==> config.mk <==
export PLATFORM = sky130hd
export DESIGN_NAME = ser_tx
export DESIGN_NICKNAME = d
export VERILOG_FILES = /design/src/rtl/ser_pkg.sv /design/src/rtl/ser_dncnt.sv /design/src/rtl/ser_tx.sv
export SDC_FILE = /design/constraint.sdc
export NUM_CORES = 1
export LEC_CHECK = 0
export ABC_AREA = 0
export BUFFER_PORTS_ARGS = -buffer_cell sky130_fd_sc_hd__buf_2
export CAP_MARGIN = 30
export CORE_UTILIZATION = 50
export DETAILED_ROUTE_END_ITERATION = 16
export PLACE_DENSITY = 0.74
export SLEW_MARGIN = 20
export SYNTH_ARGS = -nofsm -noshare
export SYNTH_HDL_FRONTEND = slang
export SYNTH_SLANG_ARGS = --single-unit
==> constraint.sdc <==
create_clock -name c -period 2.5 [get_ports c]
set_input_delay 0 -clock c [delete_from_list [all_inputs] [get_ports c]]
set_output_delay 0 -clock c [all_outputs]
set_load 0.02 [all_outputs]
==> src/rtl/ser_pkg.sv <==
// Shared types and helpers for the ser_tx parallel-to-serial stage.
// State names carry an ST_ prefix so they cannot collide with the GAP
// parameter of the modules that import this package.
package ser_pkg;

  typedef enum logic [1:0] {
    ST_IDLE      = 2'd0,
    ST_SHIFT     = 2'd1,
    ST_SHIFT_PAR = 2'd2,
    ST_GAP       = 2'd3
  } state_e;

  // Level driven on the serial line whenever no frame bit is being sent.
  localparam logic IDLE_LVL = 1'b0;

  // Bits needed to hold values 0..n-1; never less than one bit.
  function automatic int clog2(input int n);
    int w;
    w = 1;
    while ((1 << w) < n) w++;
    return w;
  endfunction

endpackage

==> src/rtl/ser_dncnt.sv <==
// Loadable down-counter with a terminal-count flag (count == 0).
// Load has priority over decrement; the count never wraps below zero.
module ser_dncnt
  import ser_pkg::*;
#(
  parameter int W = 4
) (
  input  logic         clk_i,
  input  logic         srst_i,
  input  logic         load_i,
  input  logic [W-1:0] load_val_i,
  input  logic         dec_i,
  output logic         tc_o
);

  logic [W-1:0] cnt_q;

  // Count register: clear on reset, load on request, otherwise count down to zero.
  always_ff @(posedge clk_i) begin
    if (srst_i) begin
      cnt_q <= '0;
    end else if (load_i) begin
      cnt_q <= load_val_i;
    end else if (dec_i && !tc_o) begin
      cnt_q <= cnt_q - 1'b1;
    end
  end

  assign tc_o = (cnt_q == '0);

endmodule

==> src/rtl/ser_tx.sv <==
// ser_tx: accepts WIDTH-bit words over valid/ready and shifts them out
// MSB-first on x, one bit per clock, followed by GAP idle cycles at x=0.
// Counts completed frames.
// Optional feature macro: SER_TX_PARITY_EN appends an even-parity bit
// (state ST_SHIFT_PAR) after the LSB of each word.
module ser_tx
  import ser_pkg::*;
#(
  parameter int WIDTH = 8,
  parameter int GAP   = 2,
  parameter int CNT_W = 16
) (
  input  logic             c,
  input  logic             r,
  input  logic [WIDTH-1:0] din,
  input  logic             din_vld,
  output logic             din_rdy,
  output logic             x,
  output logic             busy,
  output logic [CNT_W-1:0] frames
);

  localparam int BW = clog2(WIDTH);
  localparam int GW = clog2(GAP);
  localparam logic [BW-1:0] BIT_LOAD = BW'(WIDTH - 1);
  localparam logic [GW-1:0] GAP_LOAD = GW'((GAP > 0) ? (GAP - 1) : 0);
  localparam bit STREAM = (GAP == 0);

  state_e           state_q, state_d;
  logic [WIDTH-1:0] sreg_q, sreg_d;
  logic             x_q, x_d;
  logic [CNT_W-1:0] frames_q, frames_d;
`ifdef SER_TX_PARITY_EN
  logic             par_q, par_d;
`endif

  logic bit_load, bit_dec, bit_tc;
  logic gap_load, gap_dec, gap_tc;
  logic last_cycle;
  logic frame_end;
  logic accept;

  // Bit counter: WIDTH-1 at accept, reaches zero while the LSB is on x.
  ser_dncnt #(.W(BW)) u_bit_cnt (
    .clk_i      (c),
    .srst_i     (r),
    .load_i     (bit_load),
    .load_val_i (BIT_LOAD),
    .dec_i      (bit_dec),
    .tc_o       (bit_tc)
  );

  // Gap counter: GAP-1 at frame end, reaches zero in the final idle cycle.
  ser_dncnt #(.W(GW)) u_gap_cnt (
    .clk_i      (c),
    .srst_i     (r),
    .load_i     (gap_load),
    .load_val_i (GAP_LOAD),
    .dec_i      (gap_dec),
    .tc_o       (gap_tc)
  );

  // Final bit cycle of a frame: the LSB, or the parity bit when enabled.
`ifdef SER_TX_PARITY_EN
  assign last_cycle = (state_q == ST_SHIFT_PAR);
`else
  assign last_cycle = (state_q == ST_SHIFT) && bit_tc;
`endif

  // Ready depends only on state and reset, never on din_vld.
  assign din_rdy = !r && ((state_q == ST_IDLE) || (STREAM && last_cycle));
  assign accept  = din_vld && din_rdy;

  // Next-state, shift and counter control.
  always_comb begin
    state_d   = state_q;
    sreg_d    = sreg_q;
    x_d       = IDLE_LVL;
    frames_d  = frames_q;
    bit_load  = 1'b0;
    bit_dec   = 1'b0;
    gap_load  = 1'b0;
    gap_dec   = 1'b0;
    frame_end = 1'b0;
`ifdef SER_TX_PARITY_EN
    par_d     = par_q;
`endif

    case (state_q)
      ST_IDLE: begin
        state_d = ST_IDLE;
      end
      ST_SHIFT: begin
        if (!bit_tc) begin
          sreg_d  = sreg_q << 1;
          x_d     = sreg_d[WIDTH-1];
          bit_dec = 1'b1;
        end else begin
`ifdef SER_TX_PARITY_EN
          state_d = ST_SHIFT_PAR;
          x_d     = par_q;
`else
          frame_end = 1'b1;
`endif
        end
      end
`ifdef SER_TX_PARITY_EN
      ST_SHIFT_PAR: begin
        frame_end = 1'b1;
      end
`endif
      ST_GAP: begin
        if (gap_tc) begin
          state_d = ST_IDLE;
        end else begin
          gap_dec = 1'b1;
        end
      end
      default: begin
        state_d = ST_IDLE;
      end
    endcase

    if (frame_end) begin
      frames_d = frames_q + 1'b1;
      if (!STREAM) begin
        state_d  = ST_GAP;
        gap_load = 1'b1;
      end else begin
        state_d = ST_IDLE;
      end
    end

    // Accept happens only in IDLE or on the streaming hand-off cycle, so it
    // safely overrides the frame-end transition above.
    if (accept) begin
      sreg_d   = din;
      x_d      = din[WIDTH-1];
      bit_load = 1'b1;
      state_d  = ST_SHIFT;
`ifdef SER_TX_PARITY_EN
      par_d    = ^din;
`endif
    end
  end

  // State registers; reset discards any word in flight.
  always_ff @(posedge c) begin
    if (r) begin
      state_q  <= ST_IDLE;
      sreg_q   <= '0;
      x_q      <= IDLE_LVL;
      frames_q <= '0;
`ifdef SER_TX_PARITY_EN
      par_q    <= 1'b0;
`endif
    end else begin
      state_q  <= state_d;
      sreg_q   <= sreg_d;
      x_q      <= x_d;
      frames_q <= frames_d;
`ifdef SER_TX_PARITY_EN
      par_q    <= par_d;
`endif
    end
  end

  assign x      = x_q;
  assign frames = frames_q;
  assign busy   = (state_q == ST_SHIFT) || (state_q == ST_SHIFT_PAR) ||
                  (state_q == ST_GAP);

endmodule

== Yosys cells after proc, flatten, opt, wreduce, memory -nomap -nowiden ==
Cells that the tools add are included.

* ROM bits: 0
* Bits in latches: 0
* Bits in writable memories: 0
* Memories kept: 0
* Register bits after elaboration: 30
* Word-level logic and storage cells: 57

* Multiply operators: 0
* $lt $le $gt $ge: 0
* Shift operators: 0
* Bitwise logic cells: 0
* Reduce and logical (&&, ||, !) cells: 17
* Equal/unequal tests: 8
* Multiplexer cells: 22
* Add/subtract/negate cells: 3
* Div/mod/pow operators: 0

{| class="wikitable"
|+ Operator list
! cell !! number
|-
| $mux 7 || 3
|-
| $add 16x1->16 const B || 1
|-
| $mux 1 || 14
|-
| $mux 3 || 2
|-
| $ne 3x3->1 const B || 2
|-
| $reduce_and 2->1 || 3
|-
| $reduce_bool 2->1 || 3
|-
| $eq 2x2->1 const B || 2
|-
| $logic_and 1x1->1 || 4
|-
| $mux 2 || 2
|-
| $ne 4x4->1 const B || 1
|-
| $pmux 2 s2 || 1
|-
| $logic_not 3->1 || 1
|-
| $sub 3x1->3 const B || 1
|-
| $eq 2x1->1 const B || 1
|-
| $logic_not 1->1 || 2
|-
| $logic_not 2->1 || 1
|-
| $logic_or 1x1->1 || 2
|-
| $ne 2x1->1 const B || 1
|-
| $ne 2x2->1 const B || 1
|-
| $reduce_or 2->1 || 1
|-
| $sub 1x1->1 const B || 1
|}

== Logic depth before layout (Yosys ltp) ==
Gate-level depths: netlist (run 1).

* Word-level depth: 6
* Depth in mapped cells: 7

== By module ==
From an unflattened synthesis (run 1), not the netlist that was laid out.

* Cells, all modules: 155
* Area, all modules: 1377.6 um2

{| class="wikitable"
|+ By module, submodules not included
! module !! instances !! cells each !! sequential area each (um2) !! area an instance (um2)
|-
| ser_tx || 1 || 130 || 520.5 || 1147.4
|-
| ser_dncnt (u_bit_cnt) || 1 || 21 || 60.1 || 182.7
|-
| ser_dncnt (u_gap_cnt) || 1 || 4 || 20.0 || 47.5
|}

== Worst setup path after synthesis (run 1) ==
Ideal clock, no wire load.

* Kind: register to register
* Start: reg frames_q[0] (netlist: frames[0])
* End: reg frames_q[12] (netlist: frames[12])
* Buffers on the path: 0
* Slack: 0.573 ns
* Arrival time: 1.857 ns
* Library setup time: 0.070 ns
* Stages on the path, launching flop included: 6
* Period minus slack after synthesis: 1.927 ns
* Path through: dfxtp_1 ha_1 nand3_1 or4_4 or3_1 a21oi_1

* Cells in the longest elaborated chain, start to end: 1

{| class="wikitable"
|+ RTL lines
! item !! line !! text
|-
| start: declaration || ser_tx.sv:32 || <nowiki>logic [CNT_W-1:0] frames_q, frames_d;</nowiki>
|-
| start signal: assignment || ser_tx.sv:161 || <nowiki>frames_q <= frames_d;</nowiki>
|-
| $add 16x1->16 || ser_tx.sv:125 || <nowiki>frames_d = frames_q + 1'b1;</nowiki>
|}

No other way between the ends.
A chain may end at the register's enable or synchronous reset.

== Worst setup path in the final report (run 1) ==
* Start: reg u_bit_cnt.cnt_q[0]
* End: reg frames_q[12] (netlist: frames[12])

* Cells in the longest elaborated chain, start to end: 3

{| class="wikitable"
|+ RTL lines
! item !! line !! text
|-
| start: declaration || ser_dncnt.sv:16 || <nowiki>logic [W-1:0] cnt_q;</nowiki>
|-
| start signal: assignment || ser_dncnt.sv:23 || <nowiki>cnt_q <= load_val_i;</nowiki>
|-
| start signal: assignment || ser_dncnt.sv:25 || <nowiki>cnt_q <= cnt_q - 1'b1;</nowiki>
|-
| $logic_not 3->1 || ser_dncnt.sv:29 || <nowiki>assign tc_o = (cnt_q == '0);</nowiki>
|-
| $mux 1 || ser_tx.sv:94 || <nowiki>if (!bit_tc) begin</nowiki>
|-
| $mux 1 || ser_tx.sv:89 || <nowiki>case (state_q)</nowiki>
|}

No other way between the ends.

==> results of run 1 <==
## sequential cells by signal, indices dropped and copies added (netlist names)
register	flops
frames	16
sreg_q	7
u_bit_cnt.cnt_q	3
state_q	2
u_gap_cnt.cnt_q	1
x	1
## path summary, 6_finish.rpt
path,startpoint,end,cells past startpoint
hold reg to reg,sreg_q[4],sreg_q[4],2
setup / recovery,u_bit_cnt.cnt_q[0],frames[12],6
setup reg to reg,u_bit_cnt.cnt_q[0],frames[12],6
hold / removal,r,frames[7],2
## power breakdown
group | total, W | switching (W) | internal (W)
registers | 0.000532 | 0.0000252 | 0.000507
logic | 0.000183 | 0.000105 | 0.0000774
clock network | 0.000259 | 0.000154 | 0.000106
## layer usage
layer | part of all wire, % | routed length [um] | track usage, % | vias to the layer above
met3 | 5.6 | 162 | 9.887 | 10
met5 | 0 | 0 | 0 | -
li1 | - | - | - | 642
met1 | 45 | 1304 | 27.32 | 583
met2 | 47 | 1354 | 34.96 | 41
met4 | 2.5 | 72 | 11.97 | 0
## stage by stage
stage,utilization (%),instance area (um2),cells
after floorplan,-,1359,161
after global placement,60.02,1514,214
after detailed placement,60.02,1514,214
after CTS,65.77,1659,231
after global routing,65.77,1659,231
final,65.77,1659,231
## worst reg2reg max path, cell delays in order (launching register included)
cell and delay (ns):
dfxtp_1 0.31, inv_1 0.10, ha_1 0.24, nand4bb_4 0.20, or4_4 0.61, or3_1 0.35, a21oi_1 0.15
## cell type report
cell class	instances	share of cell area [%]
Sequential cell	30	36.20
Tap cell	30	2.262
Timing Repair Buffer	40	15.23
Multi-Input combinational cell	116	41.78
Inverter	8	1.810
Clock buffer	7	2.715
## kinds of logic (layout without fill, tap and decap cells)
group,count (synthesis),count (layout),synth area share [%]
compound gates,28,28,12.34
xor+xnor,11,11,7.091
buf+inv,15,55,4.788
fa+ha+maj,3,3,2.763
simple gates,74,74,28.82
flops,30,30,44.20
## placed cells by master, fill, tap and decap left out, drive strengths merged
| cell | n |
|---|---|
| inv | 8 |
| xor2 | 3 |
| or4 | 2 |
| nand2b | 2 |
| a311oi | 6 |
| nor2 | 17 |
| nand4 | 3 |
| and2b | 1 |
| o21ai | 6 |
| nand3 | 16 |
| a21oi | 14 |
| ha | 3 |
| nand4bb | 1 |
| buf | 30 |
| a31oi | 1 |
| nand2 | 17 |
| nor4bb | 1 |
| clkbuf | 7 |
| a31o | 1 |
| xnor2 | 8 |
| nor3 | 4 |
| nor4 | 3 |
| dlygate4sd3 | 10 |
| dfxtp | 30 |
| or3 | 5 |
| or2 | 2 |
==> results.md, run 1 <==
* CTS tree: built
* Avg Inst Size Synth at 8.440 um2
* Worst Path Buf+Inv at 1
* Max-cap violations at 0
* Hold Crit Class: in -> reg
* Post-Synthesis Cells at 161
* Worst Max-Slew Pin Slew at about 0.56 ns
* Layout cells sized above 1 at between 20% and 30%
* CTS root buf: clkbuf_4
* Die area at ~2900 um2
* First-pass GRT wire length at about 4700 um
* Register-to-Register Setup Slack at 0.47 ns
* TNS Setup at 0 ns
* Dpl ws at ~0.48 ns
* Hold slack at around 0.13 ns
* Top cell type's share of synthesized area at around 44%
* Clock Latency Late Sink at 0.33 ns
* Top_reg_cell synth: dfxtp_1
* Core Area at ~2500 um2
* Setup crit end kind: flip-flop
* Slew Viols, Final at 0
* Starting Density at between 50% and 60%
* Yosys Warn Count at 0
* Clk slew on worst S/H paths at about 0.090 ns
* Min cycle time layout at around 2.0 ns
* Fmax at 492.1 MHz
* H-tree levels at 2
* ANT cells at 0
* DR vias at around 1.3k
* PwrDens at 586.9 nW/um2
* Die height at approximately 54 um
* Required @ worst endpoint at 2.76 ns
* Antenna violations before repair at 0
* Footprint of the multi-input gates at between 600 and 700 um2
* Clock sinks at 30
* P_leak at about 0.63 nW
* Critical path's slowest cell: or4_4
* Net count after synthesis at about 180
* Row count at 18
* Netlist Area Pre-Place at approximately 1400 um2
* CP peak stage delay at about 0.6 ns
* Top cell types by occurrence after synthesis: 30 x dfxtp_1, 17 x nand2_1, 17 x nor2_1
* CP Max Fanout at 11
* Status: completed
* Initial DRT Pass Iterations at 4
* Wirelength per Cell at ~13 um
* Synth area leader: dfxtp_1
* Final WS setup at roughly 0.47 ns
* Final hold vios at 0
* Power Total at a little under 0.001 W
* Post-cts sizing count at 0
* CTS Hold Buffers Added at 10
* Critical Path Source Type: flip-flop
* Residual DRC at 0
* Vias in the first global route at between 1k and 1.5k
* Remaining Overflow, GRT at 0
* Critical path class: reg -> reg
* Number of port buffers at 29
* Top-count cell post-synth: dfxtp_1
* Distinct cell type count after synthesis at 27
* DRT antenna net count at 0
* Post-synth EDFFs at 0
* Initial DRC count at 26
* Post-detail-place hpwl at ~1900 um
* DIE WIDTH at ~54 um
* VDD IR max at approximately 0.42 mV
* WL final at 2893 um
* # setup viols final at 0
* Number of vias per cell at 5.524
* Pin count of the biggest net entering global routing at 33
* RSZ-0062 raised after global routing: no
* Critical Path AT at around 2.3 ns
* Fillcell total at roughly 220
* Reg area at between 600 and 700 um2
* Top post-synthesis cells by area: dfxtp_1 44%, nand3_1 5.9%, a21oi_1 5.2%
* GPL Wtd Cong at about 0.73
* Crit-path cells: inv_1 -> ha_1 -> nand4bb_4 -> or4_4 -> or3_1 -> a21oi_1
* Clock Path Buffers at 2
* Final Skew at ~0.0052 ns
* Synth Register Bits at 30
* Synth async-reset ratio at 0%
* IO Count at 30
* CTS buffer count at 5
* Area growth from synthesis to layout at 22.10%
* Period utilisation layout at between 80% and 90%
* Relative slew margins at a little over three fifths
* CP top delay family: simple AND/OR/NAND/NOR gates
* Setup bufs post-CTS at 0
* Seq/Total Area, Yosys at ~44%
* Fin nets at 215
* GRT Total Usage at between 20% and 30%
Power figures use the tool's default switching activity.
==> run 2: changes to the inputs <==
--- a/config.mk
+++ b/config.mk
@@ -8,9 +8,9 @@
 export ABC_AREA = 0
 export BUFFER_PORTS_ARGS = -buffer_cell sky130_fd_sc_hd__buf_2
 export CAP_MARGIN = 30
-export CORE_UTILIZATION = 50
+export CORE_UTILIZATION = 47
 export DETAILED_ROUTE_END_ITERATION = 16
-export PLACE_DENSITY = 0.74
+export PLACE_DENSITY = 0.73
 export SLEW_MARGIN = 20
 export SYNTH_ARGS = -nofsm -noshare
 export SYNTH_HDL_FRONTEND = slang
==> constraint.sdc (replaced) <==
create_clock -name c -period 1.8 [get_ports c]
set_input_delay 0 -clock c [delete_from_list [all_inputs] [get_ports c]]
set_output_delay 0 -clock c [all_outputs]
set_load 0.02 [all_outputs]
==> run 2 against run 1 <==
Against the previous run:
- the run now ends with setup timing left
- global-route usage down 1.0 points
- fmax rose by 12%
- non-clock buffer count rose by 9
- clock power is 64% higher
- wire length is 13% higher
- via count is 2.5% higher
- worst hold slack got worse by 0.11 ns
- cell count increased by 4.8%
- clock skew up 0.0060 ns
- final area is 9.1% higher
- register-to-register slack worse by 0.48 ns
- power grew 51%
- critical endpoint unchanged
- largest cell class unchanged
- highest routed layer unchanged
==> results.md, run 2 (synthesis gave the netlist of run 1 again) <==
* Die area at 3110 um2 (was 2930 um2)
* WL final at 3268 um (was 2893 um)
* Reg area at 611.8 um2 (was 600.6 um2)
* Clock Path Buffers at 2 (unchanged)
* Remaining Overflow, GRT at 0 (unchanged)
* Final Skew at 0.01123 ns (was 0.005233 ns)
* Die height at 55.77 um (was 54.13 um)
* Residual DRC at 0 (unchanged)
* Dpl ws at -0.004607 ns (was 0.4799 ns)
* Setup crit end kind: flip-flop (unchanged)
* CTS tree: built (unchanged)
* P_leak at 0.6983 nW (was 0.6338 nW)
* Power Total at 0.001472 W (was 0.0009737 W)
* DRT antenna net count at 0 (unchanged)
* Footprint of the multi-input gates at 750.7 um2 (was 693.2 um2)
* Core Area at 2758 um2 (was 2522 um2)
* VDD IR max at 0.6898 mV (was 0.4245 mV)
* Initial DRT Pass Iterations at 4 (unchanged)
* Max FFs per register at 16 (unchanged)
* CP peak stage delay at 0.57 ns (was 0.61 ns)
* Fillcell total at 229 (was 221)
* Critical path's slowest cell: or4_4 (unchanged)
* Clk slew on worst S/H paths at 0.10 ns (was 0.09 ns)
* GRT Total Usage at 22.01% (was 23.04%)
* Max-cap violations at 0 (unchanged)
* Number of vias per cell at 5.405 (was 5.524)
* Pin count of the biggest net entering global routing at 32 (was 33)
* DIE WIDTH at 55.77 um (was 54.13 um)
* Slew Viols, Final at 0 (unchanged)
* Final hold vios at 0 (unchanged)
* Final WS setup at -0.007406 ns (was 0.4680 ns)
* Fmax at 553.3 MHz (was 492.1 MHz)
* TNS Setup at -0.009132 ns (was 0 ns)
* CTS buffer count at 5 (unchanged)
* Failing checks: setup timing
* Vias in the first global route at 1235 (was 1122)
* Most common cell after layout, fill and taps aside: buf_2 (was dfxtp_1)
* Fin nets at 224 (was 215)
* Required @ worst endpoint at 2.07 ns (was 2.76 ns)
* Period utilisation layout at 100.4% (was 81.28%)
* DR vias at 1308 (was 1276)
* Clock Latency Late Sink at 0.34 ns (was 0.33 ns)
* Min cycle time layout at 1.807 ns (was 2.032 ns)
* RSZ-0062 raised after global routing: yes (was no)
* Post-detail-place hpwl at 2077 um (was 1926 um)
* Area growth from synthesis to layout at 33.15% (was 22.10%)
* # setup viols final at 2 (was 0)
* Critical Path AT at 2.08 ns (was 2.29 ns)
* Clock sinks at 30 (unchanged)
* Status: finished with violations (was completed)
* Worst Max-Slew Pin Slew at 0.5423 ns (was 0.5603 ns)
* Fin util at 65.61% (was 65.77%)
* Relative slew margins at 63.76% (was 62.65%)
* Layout cells sized above 1 at 34.12% (was 21.39%)
* First-pass GRT wire length at 5313 um (was 4657 um)
* CP Max Fanout at 4 (was 11)
* Critical Path Source Type: flip-flop (unchanged)
* Critical path class: reg -> reg (unchanged)
* CTS root buf: clkbuf_4 (unchanged)
* Hold Crit Class: in -> reg (unchanged)
* PwrDens at 813.6 nW/um2 (was 586.9 nW/um2)
* Register-to-Register Setup Slack at -0.007 ns (was 0.47 ns)
* ANT cells at 0 (unchanged)
* H-tree levels at 2 (unchanged)
* Number of port buffers at 29 (unchanged)
* GPL Wtd Cong at 0.8057 (was 0.7329)
* Starting Density at 49.27% (was 53.87%)
* Crit-path cells: inv_2 -> ha_4 -> nand4bb_4 -> or4_4 -> or3_4 -> a21oi_2 (was inv_1 -> ha_1 -> nand4bb_4 -> or4_4 -> or3_1 -> a21oi_1)
* Cell count after placement at 224 (was 214)
* IO Count at 30 (unchanged)
* Row count at 19 (was 18)
* Initial DRC count at 42 (was 26)
* Antenna violations before repair at 0 (unchanged)
* Most frequent cells in the layout: 29 x buf_2, 25 x dfxtp_1, 17 x nand2_1, 17 x nor2_1, 14 x nand3_1 (was 30 x dfxtp_1, 29 x buf_2, 17 x nand2_1, 17 x nor2_1, 16 x nand3_1)
* Wirelength per Cell at 13.50 um (was 12.52 um)
* Fin cells at 242 (was 231)
==> run 2: changes by cell type in the layout (fill, tap and decap cells not counted), sizes merged <==
| cell | change |
|---|---|
| buf | +10 |
| clkinv | +1 |
| dlygate4sd3 | -1 |
==> run 2: path summary, 6_finish.rpt <==
kind                            from    endpoint  cells after the start
setup reg to reg  u_bit_cnt.cnt_q[1]  frames[12]                      6
hold reg to reg            sreg_q[0]   sreg_q[0]                      2
setup / recovery  u_bit_cnt.cnt_q[1]  frames[12]                      6
hold / removal                din[6]   sreg_q[6]                      3
==> run 2: per-layer routing <==
metal	vias up	track usage (%)	part of all wire (%)
met2	20	37.18	50
met1	617	25.63	44
met3	10	7.209	3.2
li1	661	-	-
met4	0	8.929	2.4
met5	-	0	0
==> run 2: layout make-up <==
cell class | count | share of cell area [%]
multi-input combinational | 116 | 41.49
clock inverter | 1 | 0.2766
clock buffer | 7 | 3.043
timing repair buffer | 49 | 17.57
sequential | 30 | 33.82
tap | 31 | 2.144
inverter | 8 | 1.660
==> run 2: critical path: cells and delay by family (launching register included) <==
family / cells / cell delay (ns)
and+or+nand+nor: 3 / 1.04
DFF: 1 / 0.34
buffers and inverters: 1 / 0.07
adders and majority gates: 1 / 0.16
AOI/OAI and AO/OA: 1 / 0.13
==> run 2: metrics by stage <==
step | hold slack (ns) | cell area (um2)
after floorplan | 0.05678 | 1384
after global placement | 0.2764 | 1608
after detailed placement | 0.2846 | 1608
after CTS | 0.01257 | 1770
after global routing | 0.006978 | 1809
final | 0.01543 | 1809
==> run 2: repair_timing <==
| item | CTS | global route |
|---|---|---|
| resized for setup | 1 | 12 |
| hold endpoints to repair | 8 | 0 |
| endpoints found under the setup margin | 3 | 5 |
| pin swaps | 4 | 6 |
| hold buffers | 9 | 0 |
| setup buffers | 1 | 0 |
==> run 2: power breakdown <==
group | switching (W) | internal (W)
Clock | 0.000236 | 0.000189
Sequential | 0.0000298 | 0.000706
Combinational | 0.000166 | 0.000144
==> run 3: changes to the inputs <==
--- a/config.mk
+++ b/config.mk
@@ -8,9 +8,13 @@
 export ABC_AREA = 0
 export BUFFER_PORTS_ARGS = -buffer_cell sky130_fd_sc_hd__buf_2
 export CAP_MARGIN = 30
-export CORE_UTILIZATION = 47
+export CELL_PAD_IN_SITES_DETAIL_PLACEMENT = 0
+export CELL_PAD_IN_SITES_GLOBAL_PLACEMENT = 1
+export CORE_UTILIZATION = 35
 export DETAILED_ROUTE_END_ITERATION = 16
-export PLACE_DENSITY = 0.73
+export GPL_ROUTABILITY_DRIVEN = 0
+export PLACE_DENSITY_LB_ADDON = 0.1
+export RECOVER_POWER = 100
 export SLEW_MARGIN = 20
 export SYNTH_ARGS = -nofsm -noshare
 export SYNTH_HDL_FRONTEND = slang
==> run 3 against run 2 <==
Against the previous run:
- the flow now finishes without violations
- die area increased by 33%
- worst setup slack improved by 0.073 ns
- flip-flop and latch count unchanged
- cell count increased by 9.1%
- clock power increased by 19%
- clock skew decreased by 0.0092 ns
- register-to-register slack improved by 0.07 ns
- wire length decreased by 4.1%
- power increased by 7.7%
- first-iteration DRC count decreased by 4.8%
- sequential power about the same
- non-clock buffer count increased by 5
- largest cell class unchanged
- largest power group unchanged
==> results.md, run 3 (synthesis gave the netlist of run 1 again) <==
* Cell count after placement at 244 (was 224)
* Initial DRT Pass Iterations at 4 (unchanged)
* Critical Path Source Type: flip-flop (unchanged)
* Initial DRC count at 40 (was 42)
* Final hold vios at 0 (unchanged)
* Layout cells sized above 1 at 25.00% (was 34.12%)
* # setup viols final at 0 (was 2)
* Area growth from synthesis to layout at 35.36% (was 33.15%)
* Critical Path AT at 1.94 ns (was 2.08 ns)
* Max-cap violations at 0 (unchanged)
* Number of vias per cell at 4.920 (was 5.405)
* Remaining Overflow, GRT at 0 (unchanged)
* VDD IR max at 0.3984 mV (was 0.6898 mV)
* Slew Viols, Final at 0 (unchanged)
* DIE WIDTH at 64.31 um (was 55.77 um)
* Most common cell after layout, fill and taps aside: dfxtp_1 (was buf_2)
* Power Total at 0.001585 W (was 0.001472 W)
* Die area at 4136 um2 (was 3110 um2)
* Hold Crit Class: in -> reg (unchanged)
* Critical path class: reg -> reg (unchanged)
* DR vias at 1299 (was 1308)
* Antenna violations before repair at 0 (unchanged)
* Wirelength per Cell at 11.88 um (was 13.50 um)
* Post-detail-place hpwl at 2202 um (was 2077 um)
* CTS tree: built (unchanged)
* CTS buffer count at 5 (unchanged)
* Clock sinks at 30 (unchanged)
* WL final at 3135 um (was 3268 um)
* Dpl ws at 0.006366 ns (was -0.004607 ns)
* Clock Latency Late Sink at 0.28 ns (was 0.34 ns)
* Vias in the first global route at 1226 (was 1235)
* RSZ-0062 raised after global routing: yes (unchanged)
* CP Max Fanout at 4 (unchanged)
* Min-delay src: din[1] (was din[6])
* Fmax at 576.5 MHz (was 553.3 MHz)
* Residual DRC at 0 (unchanged)
* Relative slew margins at 70.72% (was 63.76%)
* Fin nets at 229 (was 224)
* Critical Path Start: u_bit_cnt.cnt_q[0] (was u_bit_cnt.cnt_q[1])
* Number of port buffers at 29 (unchanged)
* First-pass GRT wire length at 5444 um (was 5313 um)
* Reg2reg start: u_bit_cnt.cnt_q[0] (was u_bit_cnt.cnt_q[1])
* Min cycle time layout at 1.735 ns (was 1.807 ns)
* Clk slew on worst S/H paths at 0.06 ns (was 0.10 ns)
* Max FFs per register at 16 (unchanged)
* Clock Path Buffers at 2 (unchanged)
* Period utilisation layout at 96.37% (was 100.4%)
* Fin cells at 264 (was 242)
* Status: completed (was finished with violations)
* Final WS setup at 0.06539 ns (was -0.007406 ns)
* Row count at 22 (was 19)
* Pin count of the biggest net entering global routing at 32 (unchanged)
* Starting Density at 36.84% (was 49.27%)
* IO Count at 30 (unchanged)
* Final Skew at 0.002023 ns (was 0.01123 ns)
* H-tree levels at 2 (unchanged)
* P_leak at 0.6468 nW (was 0.6983 nW)
* Required @ worst endpoint at 2.01 ns (was 2.07 ns)
* CTS root buf: clkbuf_8 (was clkbuf_4)
* Fillcell total at 395 (was 229)
* Worst Max-Slew Pin Slew at 0.4358 ns (was 0.5423 ns)
* GRT Total Usage at 17.35% (was 22.01%)
* PwrDens at 861.9 nW/um2 (was 813.6 nW/um2)
* Setup crit end kind: flip-flop (unchanged)
* Core Area at 3689 um2 (was 2758 um2)
* Die height at 64.31 um (was 55.77 um)
* DRT antenna net count at 0 (unchanged)
* Most frequent cells in the layout: 28 x dfxtp_1, 20 x clkbuf_1, 18 x buf_4 (was 29 x buf_2, 25 x dfxtp_1, 17 x nand2_1, 17 x nor2_1, 14 x nand3_1)
* ANT cells at 0 (unchanged)
[run 3: cell count changes in the layout (fill, tap and decap cells not counted), sizes merged]
cell,delta
clkinv,-1
dlygate4sd3,-2
buf,-10
clkbuf,+18
[run 3: where the power goes]
group / switching, W / total [W] / internal [W]
clock: 0.000233 / 0.000507 / 0.000274
combinational: 0.000170 / 0.000342 / 0.000172
sequential: 0.0000304 / 0.000736 / 0.000706
total: 0.000433 / 0.00159 / 0.00115
[run 3: repair_timing]
item / CTS / global route
hold endpoints to repair: 6 / 0
setup endpoints to repair: 2 / 7
pin swaps: 1 / 7
buffers inserted: 1 / 4
gates resized for setup: 0 / 7
hold buffers: 7 / 0
[run 3: final cells by class]
cell class,count,area (um2),area share [%]
Clock buffer,8,80.08,4.354
Timing Repair Buffer,54,329.1,17.89
Multi-Input combinational cell,116,732.0,39.80
Inverter,8,30.03,1.633
Tap cell,48,60.06,3.265
Sequential cell,30,608.1,33.06
[run 3: worst paths after layout]
| check | end | slack (ns) | cells after the start |
|---|---|---|---|
| max reg2reg | frames[14] | 0.07 | 6 |
| min | sreg_q[1] | 0.01 | 3 |
| max | frames[14] | 0.07 | 6 |
| min reg2reg | sreg_q[0] | 0.48 | 2 |
[run 3: worst max-delay path, stage by stage, from the launching register on]
cell and delay, ns:
dfxtp_1 0.31, inv_2 0.08, ha_4 0.15, nand4bb_4 0.12
or4_4 0.56, or3_1 0.32, a21oi_1 0.12
[run 3: layer usage]
layer	part of all wire (%)	track usage (%)	wire length [um]
met1	41	17.47	1283
met2	53	32.24	1674
met3	3.9	5.536	122
met4	1.7	7.500	54
met5	0	0	0
[run 3: through the flow]
stage          utilization [%]  hold WS [ns]  cell area (um2)  TNS [ns]
2_1_floorplan                -       0.05678             1384         0
3_3_place_gp             44.78        0.2790             1652         0
3_5_place_dp             44.78        0.2849             1652         0
4_1_cts                  49.05      0.005931             1809         0
5_1_grt                  49.86       0.02433             1839  -0.03878
6_report                 49.86       0.01320             1839         0
